==> src/rtl/layer_seq_ctrl.sv <==
// Sequencer for one systolic layer: arbitrates inference/training requests
// (training has priority), runs the layer with a timeout, and walks weight rows.
module layer_seq_ctrl #(
    parameter int ROWS         = 30,
    parameter int TRAIN_CYCLES = 2,
    parameter int TIMEOUT      = 160
) (
    input  logic                    clk,
    input  logic                    rst_overall_n,
    input  logic                    infer_req,
    input  logic                    train_req,
    output logic                    infer_done,
    output logic                    train_done,
    output logic                    timeout_err,
    output logic                    busy,
    output logic                    wrow_req,
    input  logic                    wrow_valid,
    input  logic                    layer_done,
    output logic                    layer_en,
    output logic                    layer_rst_vals,
    output logic                    layer_train_en,
    output logic [$clog2(ROWS)-1:0] layer_row_sel,
    output logic                    bias_gate
);

    localparam int RW    = $clog2(ROWS);
    localparam int CMAX  = (TIMEOUT > TRAIN_CYCLES) ? TIMEOUT : TRAIN_CYCLES;
    localparam int CW    = $clog2(CMAX + 1);

    typedef enum logic [2:0] {
        S_IDLE,
        S_CLR,
        S_RUN,
        S_FIN,
        S_TREQ,
        S_TPULSE,
        S_TGAP,
        S_TDONE
    } state_t;

    state_t          state_q, state_d;
    logic [RW-1:0]   row_q, row_d;
    logic [CW-1:0]   cnt_q, cnt_d;
    logic            tmo_d;

    logic            infer_done_d;
    logic            train_done_d;
    logic            timeout_err_d;
    logic            busy_d;
    logic            wrow_req_d;
    logic            layer_en_d;
    logic            layer_rst_vals_d;
    logic            layer_train_en_d;
    logic [RW-1:0]   layer_row_sel_d;
    logic            bias_gate_d;

    // cnt_q is shared: RUN timeout counter and T_PULSE width counter.
    always_comb begin
        state_d = state_q;
        row_d   = row_q;
        cnt_d   = cnt_q;
        tmo_d   = 1'b0;
        case (state_q)
            S_IDLE: begin
                if (train_req) begin
                    state_d = S_TREQ;
                    row_d   = '0;
                end else if (infer_req) begin
                    state_d = S_CLR;
                end
            end
            S_CLR: begin
                state_d = S_RUN;
                cnt_d   = '0;
            end
            S_RUN: begin
                if (layer_done) begin
                    state_d = S_FIN;
                end else if (cnt_q == CW'(TIMEOUT - 1)) begin
                    state_d = S_FIN;
                    tmo_d   = 1'b1;
                end else begin
                    cnt_d = cnt_q + CW'(1);
                end
            end
            S_FIN: begin
                state_d = S_IDLE;
            end
            S_TREQ: begin
                if (wrow_valid) begin
                    state_d = S_TPULSE;
                    cnt_d   = '0;
                end
            end
            S_TPULSE: begin
                if (cnt_q == CW'(TRAIN_CYCLES - 1)) begin
                    state_d = S_TGAP;
                end else begin
                    cnt_d = cnt_q + CW'(1);
                end
            end
            S_TGAP: begin
                if (row_q == RW'(ROWS - 1)) begin
                    state_d = S_TDONE;
                end else begin
                    row_d   = row_q + RW'(1);
                    state_d = S_TREQ;
                end
            end
            S_TDONE: begin
                state_d = S_IDLE;
            end
            default: begin
                state_d = S_IDLE;
            end
        endcase
    end

    // Outputs are decoded from the next state so they register together with it.
    always_comb begin
        infer_done_d     = (state_d == S_FIN);
        train_done_d     = (state_d == S_TDONE);
        timeout_err_d    = tmo_d;
        busy_d           = (state_d != S_IDLE);
        wrow_req_d       = (state_d == S_TREQ);
        layer_en_d       = (state_d == S_RUN);
        layer_rst_vals_d = (state_d == S_CLR);
        layer_train_en_d = (state_d == S_TPULSE);
        // Bias updates land on every train_en rising edge, so only row 0 sees them.
        bias_gate_d      = (state_d == S_TPULSE) && (row_d == '0);
        layer_row_sel_d  = layer_row_sel;
        if (state_d == S_TREQ) begin
            layer_row_sel_d = row_d;
        end else if (state_d == S_TDONE) begin
            layer_row_sel_d = '0;
        end
    end

    always_ff @(posedge clk or negedge rst_overall_n) begin
        if (!rst_overall_n) begin
            state_q        <= S_IDLE;
            row_q          <= '0;
            cnt_q          <= '0;
            infer_done     <= 1'b0;
            train_done     <= 1'b0;
            timeout_err    <= 1'b0;
            busy           <= 1'b0;
            wrow_req       <= 1'b0;
            layer_en       <= 1'b0;
            layer_rst_vals <= 1'b0;
            layer_train_en <= 1'b0;
            layer_row_sel  <= '0;
            bias_gate      <= 1'b0;
        end else begin
            state_q        <= state_d;
            row_q          <= row_d;
            cnt_q          <= cnt_d;
            infer_done     <= infer_done_d;
            train_done     <= train_done_d;
            timeout_err    <= timeout_err_d;
            busy           <= busy_d;
            wrow_req       <= wrow_req_d;
            layer_en       <= layer_en_d;
            layer_rst_vals <= layer_rst_vals_d;
            layer_train_en <= layer_train_en_d;
            layer_row_sel  <= layer_row_sel_d;
            bias_gate      <= bias_gate_d;
        end
    end

endmodule

==> config.mk <==
export PLATFORM = sky130hd
export DESIGN_NAME = layer_seq_ctrl
export DESIGN_NICKNAME = d
export VERILOG_FILES = /design/src/rtl/layer_seq_ctrl.sv
export SDC_FILE = /design/constraint.sdc
export NUM_CORES = 1
export LEC_CHECK = 0
export CORE_UTILIZATION = 50
export DETAILED_ROUTE_END_ITERATION = 10
export PLACE_DENSITY = 0.76
export SETUP_SLACK_MARGIN = 0.15
export SLEW_MARGIN = 20
export SYNTH_ARGS = -nofsm -noshare
export SYNTH_HDL_FRONTEND = slang
export SYNTH_SLANG_ARGS = --single-unit
export TNS_END_PERCENT = 20
==> constraint.sdc <==
create_clock -name clk -period 5.1 [get_ports clk]
set_input_delay 0.51 -clock clk [delete_from_list [all_inputs] [get_ports clk]]
set_output_delay 0.51 -clock clk [all_outputs]
set_load 0.01 [all_outputs]
==> results of run 1 <==
[kinds of logic (layout without fill, tap and decap cells)]
logic type	Yosys count	after routing	share of synthesized area, %
AO/OA/AOI/OAI	50	50	21.5
adder cells (fa/ha/maj)	4	4	3.02
buffers and inverters	21	42	7.41
flip-flops	30	30	45.4
multiplexers	2	2	1.81
AND/OR/NAND/NOR	60	60	20.9
[sequential cells by signal, summed over array words and instances, names as in the netlist]
signal / flops
bias_gate: 1
busy: 1
cnt_q: 8
infer_done: 1
layer_en: 1
layer_row_sel: 5
layer_rst_vals: 1
layer_train_en: 1
row_q: 5
state_q: 3
timeout_err: 1
train_done: 1
wrow_req: 1
[layer usage]
| layer | vias up | GRT usage [%] | routed length, µm |
|---|---|---|---|
| li1 | 653 | - | - |
| met1 | 671 | 31.9 | 1680 |
| met2 | 48 | 35.6 | 1650 |
| met3 | 7 | 5.24 | 169 |
| met4 | 0 | 9.30 | 51 |
| met5 | - | 0 | 0 |
[power breakdown]
part	internal [mW]	switching, mW
clock network	0.0667	0.0798
logic	0.186	0.213
registers	0.295	0.0839
[layout by cell type, fill, tap and decap left out, types with 2 or more instances in the layout]
cell type,netlist,final
sky130_fd_sc_hd__a21oi_1,3,3
sky130_fd_sc_hd__clkdlybuf4s50_1,0,19
sky130_fd_sc_hd__ha_1,4,4
sky130_fd_sc_hd__or4_1,2,2
sky130_fd_sc_hd__o211ai_1,3,3
sky130_fd_sc_hd__nor4_1,4,4
sky130_fd_sc_hd__o21ai_0,18,18
sky130_fd_sc_hd__inv_1,13,13
sky130_fd_sc_hd__o31ai_1,3,3
sky130_fd_sc_hd__nor3_1,2,2
sky130_fd_sc_hd__nor2_1,7,7
sky130_fd_sc_hd__mux2_4,2,2
sky130_fd_sc_hd__clkbuf_4,0,5
sky130_fd_sc_hd__or3_1,4,4
sky130_fd_sc_hd__o31a_1,6,6
sky130_fd_sc_hd__a32o_1,2,2
sky130_fd_sc_hd__dfrtp_1,30,30
sky130_fd_sc_hd__nand3_1,5,5
sky130_fd_sc_hd__nor3b_1,2,2
sky130_fd_sc_hd__nand2_1,14,14
sky130_fd_sc_hd__and2_1,2,2
sky130_fd_sc_hd__nand4_1,2,2
sky130_fd_sc_hd__a31oi_1,2,2
sky130_fd_sc_hd__nand2b_1,2,2
sky130_fd_sc_hd__and3_1,2,2
sky130_fd_sc_hd__a211o_1,2,2
[stage by stage]
stage	util [%]	hold WS [ns]	std cells	setup slack, ns	total power, mW
detailed placement	59.2	0.529	224	2.68	0.777
CTS	61.2	0.551	232	2.65	0.927
finish	61.2	0.556	232	2.65	0.924
floorplan	-	0.214	167	2.84	0.693
global placement	59.2	0.527	224	2.78	0.760
global route	61.2	0.575	232	2.53	0.997
[worst max-delay path, stage by stage (launching register included)]
cell and delay [ns]:
sky130_fd_sc_hd__dfrtp_1 0.44, sky130_fd_sc_hd__or4_4 0.57, sky130_fd_sc_hd__or3_2 0.49, sky130_fd_sc_hd__a2bb2oi_2 0.22, sky130_fd_sc_hd__or3_1 0.27, sky130_fd_sc_hd__mux2_4 0.33
[final timing paths]
check,start,end,slack (ns)
max,cnt_q[5],layer_row_sel[2],2.65
min,rst_overall_n,cnt_q[1],0.56
max reg2reg,cnt_q[5],layer_row_sel[2],2.65
min reg2reg,cnt_q[0],cnt_q[0],0.56
max in group asynchronous,rst_overall_n,cnt_q[0],4.27
min in group clk,cnt_q[0],cnt_q[0],0.56
[cell usage after synthesis, drive strengths merged (2+ instances only)]
| master | number | area, µm² |
|---|---|---|
| a21o | 2 | 16.3 |
| a31oi | 2 | 12.5 |
| nor4 | 4 | 25.0 |
| a2bb2oi | 2 | 23.8 |
| or4 | 3 | 26.3 |
| inv | 14 | 52.6 |
| o211ai | 3 | 22.5 |
| buf | 2 | 22.5 |
| ha | 4 | 50.1 |
| a32o | 2 | 20.0 |
| a211o | 2 | 17.5 |
| nand2 | 14 | 52.6 |
| clkbuf | 4 | 15.0 |
| nor2 | 7 | 26.3 |
| nor3b | 2 | 15.0 |
| a21oi | 3 | 15.0 |
| dfrtp | 30 | 751 |
| o21ai | 18 | 90.1 |
| nand2b | 2 | 12.5 |
| o31a | 6 | 52.6 |
| mux2 | 2 | 30.0 |
| or3 | 5 | 32.5 |
| nand3 | 5 | 25.0 |
| o31ai | 3 | 22.5 |
| o22a | 2 | 18.8 |
| nand4 | 2 | 12.5 |
| and2 | 2 | 12.5 |
| and3 | 2 | 12.5 |
| nor3 | 3 | 20.0 |
[cell type report]
type                    count  share of cell area (%)
flip-flops and latches     30                    39.6
clock buffers               7                    2.90
repair buffers             20                    10.4
well taps                  44                    2.90
multi-input cells         116                    41.2
inverters                  14                    2.77
clock inverters             1                   0.264
==> results_tabular.tex, run 1 <==
\begin{tabular}{lr}
\hline
Metric & Value \\
\hline
\multicolumn{2}{l}{\textbf{Routing}} \\
Number of routed nets with antenna violations & 0 \\
Total number of vias & 1379 \\
Detailed Route Iter0 Violations & 78 \\
Via/cell ratio & 5.94 \\
Detailed-route DRC error count & 0 \\
Total wirelength of the detailed-routed design & 3.55 mm \\
Detailed Routing Iterations Pass 1 & 4 \\
Average detailed-routed wire length per instance & 15.3 µm \\
\multicolumn{2}{l}{\textbf{Setup path}} \\
R2R depth & 5 \\
WS Path Type & flop to flop \\
Required time at the endpoint of the critical path & 5.32 ns \\
Critical path peak fanout & 6 \\
Data arrival time of the critical path & 2.67 ns \\
Type of element launching the critical path & flop \\
Crit path capture type & flop \\
\multicolumn{2}{l}{\textbf{Timing}} \\
Max\_slew headroom & 46.1\% \\
Highest clock rate & 408 MHz \\
Transition time at the pin with the least slew margin & 0.805 ns \\
Total Negative Setup Slacks & 0 ns \\
RSZ-0062 raised after global routing & no \\
Final period util & 48.0\% \\
Final number of setup-violating endpoints & 0 \\
Final critical delay including setup and external delays & 2.45 ns \\
Maximum clock skew at final layout & 0.00940 ns \\
Max-slew violations & 0 \\
Final Hold Fails & 0 \\
\multicolumn{2}{l}{\textbf{Synth}} \\
Proportion of synthesized flip-flops having asynchronous set or reset & 100\% \\
Net count after synthesis & 177 \\
Most common flop cell mapped by yosys & sky130\_fd\_sc\_hd\_\_dfrtp\_1 \\
Number of warning messages in the yosys log & 0 \\
Post-Syn Instances & 167 \\
Post-synth EDFFs & 0 \\
Synth Cell Area & 0.00166 mm² \\
Count of cell types in the netlist & 51 \\
Register bit count reported by yosys & 30 \\
Share of synthesized area occupied by flip-flops and latches & 45.4\% \\
Per-instance average area after synthesis & 9.91 µm² \\
\multicolumn{2}{l}{\textbf{Cells and area}} \\
Synthesis-to-finish area growth & 14.7\% \\
Cell area after layout & 0.00190 mm² \\
Fillers & 307 \\
Share of post-route cells with drive strength above 1 & 11.2\% \\
Number of diodes & 0 \\
Net total in the final layout & 197 \\
Area occupied by multi-input gates & 782 µm² \\
Register Area & 751 µm² \\
\multicolumn{2}{l}{\textbf{Place}} \\
HPWL Detailed & 2.60 mm \\
Number of input and output port buffers inserted & 19 \\
Placer Congestion & 0.879 \\
Placed Area & 0.00184 mm² \\
\multicolumn{2}{l}{\textbf{Status}} \\
Outcome & finished, final reports clean \\
\multicolumn{2}{l}{\textbf{Global routing}} \\
Global-route total usage across every layer & 23.3\% \\
Number of global-route vias before repair & 1280 \\
Pin count of the biggest net entering global routing & 31 \\
First-pass GRT wire length & 6.01 mm \\
Final global-route overflow total & 0 \\
Number of antenna violations at the first check in global routing & 0 \\
\multicolumn{2}{l}{\textbf{Floorplanning}} \\
Die Outline Area & 0.00355 mm² \\
Core ar. & 0.00310 mm² \\
Site row count & 20 \\
Effective utilization at floorplan & 53.3\% \\
Top-level I/O count & 20 \\
Die extent in x & 59.5 µm \\
Die height & 59.5 µm \\
\multicolumn{2}{l}{\textbf{Clock network}} \\
Clock tree from TritonCTS & yes \\
Clock slew at the register clock pins of the worst setup and hold paths & 0.10 ns \\
Quantity of gates resized following cts & 0 \\
Clock tree sinks & 30 \\
Clock buffer count from CTS & 5 \\
Clock latency at the later pin of the worst-skew pair & 0.33 ns \\
Post-CTS setup-driven buffer insertion count & 0 \\
Maximum count of clock buffers along a single path & 2 \\
CTS hold repair buffers & 0 \\
H-tree levels & 2 \\
Buffer type at the clock tree root & sky130\_fd\_sc\_hd\_\_clkbuf\_4 \\
\multicolumn{2}{l}{\textbf{Flow run}} \\
Max cap viols & 0 \\
\multicolumn{2}{l}{\textbf{Hold path}} \\
Worst hold-check path type & input port to async pin \\
\multicolumn{2}{l}{\textbf{Pwr}} \\
Leakage & 0.809 nW \\
Power density cells & 487 mW/mm² \\
Max IR drop VDD & 251 µV \\
\hline
\end{tabular}
Power figures use the tool's default switching activity.
==> inputs of run 2 (changes only) <==
Clock period 5.1 ns to 2.3 ns, I/O delays scaled along.
==> run 2 against run 1 <==
Wire length grew 3.1%. Global-route usage grew 0.95 points. Clock power grew 120%. Sequential cell count is the same. Via count grew 1.2%. Setup slack lost 2.5 ns. Combinational power grew to 2.6 times the previous value.
==> results_tabular.tex, run 2 (synthesis results as in run 1) <==
\begin{tabular}{lr}
\hline
Metric & Value \\
\hline
\multicolumn{2}{l}{\textbf{Pwr}} \\
Overall Power & 2.17 mW (was 0.924 mW) \\
Power density cells & 1090 mW/mm² (was 487 mW/mm²) \\
Leakage & 0.850 nW (was 0.809 nW) \\
Max IR drop VDD & 490 µV (was 251 µV) \\
\multicolumn{2}{l}{\textbf{Cells and area}} \\
Largest registers in the final layout & cnt\_q (8), layer\_row\_sel (5), row\_q (5) (unchanged) \\
Synthesis-to-finish area growth & 20.3\% (was 14.7\%) \\
Most used cells in the layout excluding fill and tap cells & sky130\_fd\_sc\_hd\_\_dfrtp\_1, sky130\_fd\_sc\_hd\_\_clkdlybuf4s50\_1, sky130\_fd\_sc\_hd\_\_o21ai\_0, sky130\_fd\_sc\_hd\_\_nand2\_1, sky130\_fd\_sc\_hd\_\_inv\_1 (unchanged) \\
Share of post-route cells with drive strength above 1 & 17.3\% (was 11.2\%) \\
Most frequent standard cell in the layout excluding fill and tap cells & sky130\_fd\_sc\_hd\_\_dfrtp\_1 (unchanged) \\
Largest reg by FF count & cnt\_q (unchanged) \\
Net total in the final layout & 206 (was 197) \\
Max reg flops & 8 (unchanged) \\
Number of diodes & 0 (unchanged) \\
\multicolumn{2}{l}{\textbf{Setup path}} \\
Critical path peak fanout & 6 (unchanged) \\
Family with the most delay on the worst path & simple AND/OR/NAND/NOR gates (unchanged) \\
Type of element launching the critical path & flop (unchanged) \\
Required time at the endpoint of the critical path & 2.52 ns (was 5.32 ns) \\
Max stage delay cell, worst path & sky130\_fd\_sc\_hd\_\_dfrtp\_1 (was sky130\_fd\_sc\_hd\_\_or4\_4) \\
Crit path capture type & flop (unchanged) \\
WS Path Type & flop to flop (unchanged) \\
Worst R2R Setup Slack & 0.13 ns (was 2.65 ns) \\
Number of buffer and inverter stages on the critical path & 2 (was 0) \\
Ordered list of cells on the worst path & inv\_1, ha\_1, or2b\_2, nor3\_4, a21o\_2, inv\_2, or3\_4, mux2\_4 (was or4\_4, or3\_2, a2bb2oi\_2, or3\_1, mux2\_4) \\
Delay of the slowest critical-path stage & 0.41 ns (was 0.57 ns) \\
Data arrival time of the critical path & 2.40 ns (was 2.67 ns) \\
\multicolumn{2}{l}{\textbf{Global routing}} \\
First-pass GRT wire length & 6.22 mm (was 6.01 mm) \\
Pin count of the biggest net entering global routing & 31 (unchanged) \\
Number of antenna violations at the first check in global routing & 0 (unchanged) \\
Final global-route overflow total & 0 (unchanged) \\
Global-route total usage across every layer & 24.2\% (was 23.3\%) \\
Number of global-route vias before repair & 1357 (was 1280) \\
\multicolumn{2}{l}{\textbf{Routing}} \\
Detailed Routing Iterations Pass 1 & 4 (unchanged) \\
Number of routed nets with antenna violations & 0 (unchanged) \\
Detailed-route DRC error count & 0 (unchanged) \\
Total number of vias & 1396 (was 1379) \\
Detailed Route Iter0 Violations & 79 (was 78) \\
Average detailed-routed wire length per instance & 15.2 µm (was 15.3 µm) \\
Via/cell ratio & 5.79 (was 5.94) \\
Total wirelength of the detailed-routed design & 3.66 mm (was 3.55 mm) \\
\multicolumn{2}{l}{\textbf{Timing}} \\
Maximum clock skew at final layout & 0.00672 ns (was 0.00940 ns) \\
Max\_slew headroom & 64.6\% (was 46.1\%) \\
RSZ-0062 raised after global routing & yes (was no) \\
Max-slew violations & 0 (unchanged) \\
Total Negative Setup Slacks & 0 ns (unchanged) \\
Final period util & 94.4\% (was 48.0\%) \\
Final critical delay including setup and external delays & 2.17 ns (was 2.45 ns) \\
Transition time at the pin with the least slew margin & 0.526 ns (was 0.805 ns) \\
Highest clock rate & 460 MHz (was 408 MHz) \\
Final Hold Fails & 0 (unchanged) \\
Final number of setup-violating endpoints & 0 (unchanged) \\
\multicolumn{2}{l}{\textbf{Status}} \\
Outcome & finished, final reports clean (unchanged) \\
\multicolumn{2}{l}{\textbf{Clock network}} \\
Maximum count of clock buffers along a single path & 2 (unchanged) \\
Clock slew at the register clock pins of the worst setup and hold paths & 0.09 ns (was 0.10 ns) \\
Clock latency at the later pin of the worst-skew pair & 0.33 ns (about the same) \\
CTS hold repair buffers & 0 (unchanged) \\
Clock tree sinks & 30 (unchanged) \\
H-tree levels & 2 (unchanged) \\
Buffer type at the clock tree root & sky130\_fd\_sc\_hd\_\_clkbuf\_4 (unchanged) \\
Clock buffer count from CTS & 5 (unchanged) \\
Clock tree from TritonCTS & yes (unchanged) \\
\multicolumn{2}{l}{\textbf{Floorplanning}} \\
Site row count & 20 (unchanged) \\
Die Outline Area & 0.00355 mm² (unchanged) \\
Effective utilization at floorplan & 53.3\% (unchanged) \\
Die extent in x & 59.5 µm (unchanged) \\
Die height & 59.5 µm (unchanged) \\
Core ar. & 0.00310 mm² (unchanged) \\
Top-level I/O count & 20 (unchanged) \\
\multicolumn{2}{l}{\textbf{Hold path}} \\
Worst hold-check path type & input port to async pin (unchanged) \\
\multicolumn{2}{l}{\textbf{Place}} \\
HPWL Detailed & 2.63 mm (was 2.60 mm) \\
Number of input and output port buffers inserted & 19 (unchanged) \\
Placer Congestion & 0.901 (was 0.879) \\
\multicolumn{2}{l}{\textbf{Flow run}} \\
Max cap viols & 0 (unchanged) \\
\hline
\end{tabular}
-- run 2: changes by cell type in the layout (fill, tap and decap cells not counted), sizes merged --
| cell | delta |
|---|---|
| buf | +9 |
-- run 2: worst paths after layout --
| check | start | cells after the start | endpoint |
|---|---|---|---|
| hold / removal | rst_overall_n | 2 | train_done |
| hold reg to reg | cnt_q[0] | 1 | cnt_q[0] |
| setup / recovery | cnt_q[1] | 8 | layer_row_sel[2] |
| setup reg to reg | cnt_q[1] | 8 | layer_row_sel[2] |
| max in group asynchronous | rst_overall_n | 2 | cnt_q[7] |
| min in group clk | infer_req | 3 | layer_rst_vals |
-- run 2: layer usage --
| metal | up-vias | global-route usage [%] | wire length, µm | share of wire [%] |
|---|---|---|---|---|
| li1 | 676 | - | - | - |
| met1 | 680 | 32.3 | 1680 | 46 |
| met2 | 36 | 36.3 | 1730 | 47 |
| met3 | 4 | 6.77 | 192 | 5.2 |
| met4 | 0 | 11.6 | 57 | 1.6 |
| met5 | - | 0 | 0 | 0 |
-- run 2: what timing repair did --
item / in CTS / in global routing
setup endpoints to repair: 6 / 12
gates cloned: 0 / 0
pin swaps: 0 / 2
gates resized for setup: 2 / 3
buffers inserted: 0 / 2
-- run 2: through the flow --
stage	setup slack [ns]	hold slack [ns]	utilization [%]	instances	instance area [µm²]
5_1_grt	0.0488	0.306	64.2	241	1990
6_report	0.128	0.271	64.2	241	1990
2_1_floorplan	0.162	-0.0656	-	167	1660
3_5_place_dp	0.0551	0.544	61.0	231	1890
4_1_cts	0.117	0.282	63.2	239	1960
3_3_place_gp	0.132	0.532	61.0	231	1890
-- run 2: area by class of cell --
class / count / area, µm²
clock buffer: 7 / 55.1
clock inverter: 1 / 5.00
fill: 272 / 1110
inverter: 14 / 52.6
multi-input combinational: 116 / 807
sequential: 30 / 752
tap: 44 / 55.1
timing repair buffer: 29 / 265
-- run 2: worst register-to-register path, cell delays in order (launching register included) --
cell,delay [ns]
sky130_fd_sc_hd__dfrtp_1,0.41
sky130_fd_sc_hd__inv_1,0.08
sky130_fd_sc_hd__ha_1,0.14
sky130_fd_sc_hd__or2b_2,0.34
sky130_fd_sc_hd__nor3_4,0.18
sky130_fd_sc_hd__a21o_2,0.17
sky130_fd_sc_hd__inv_2,0.06
sky130_fd_sc_hd__or3_4,0.37
sky130_fd_sc_hd__mux2_4,0.31
-- run 2: power breakdown --
group | total, mW | internal, mW | switching, mW
Sequential | 0.798 | 0.655 | 0.144
Clock | 0.323 | 0.148 | 0.176
Combinational | 1.05 | 0.506 | 0.544
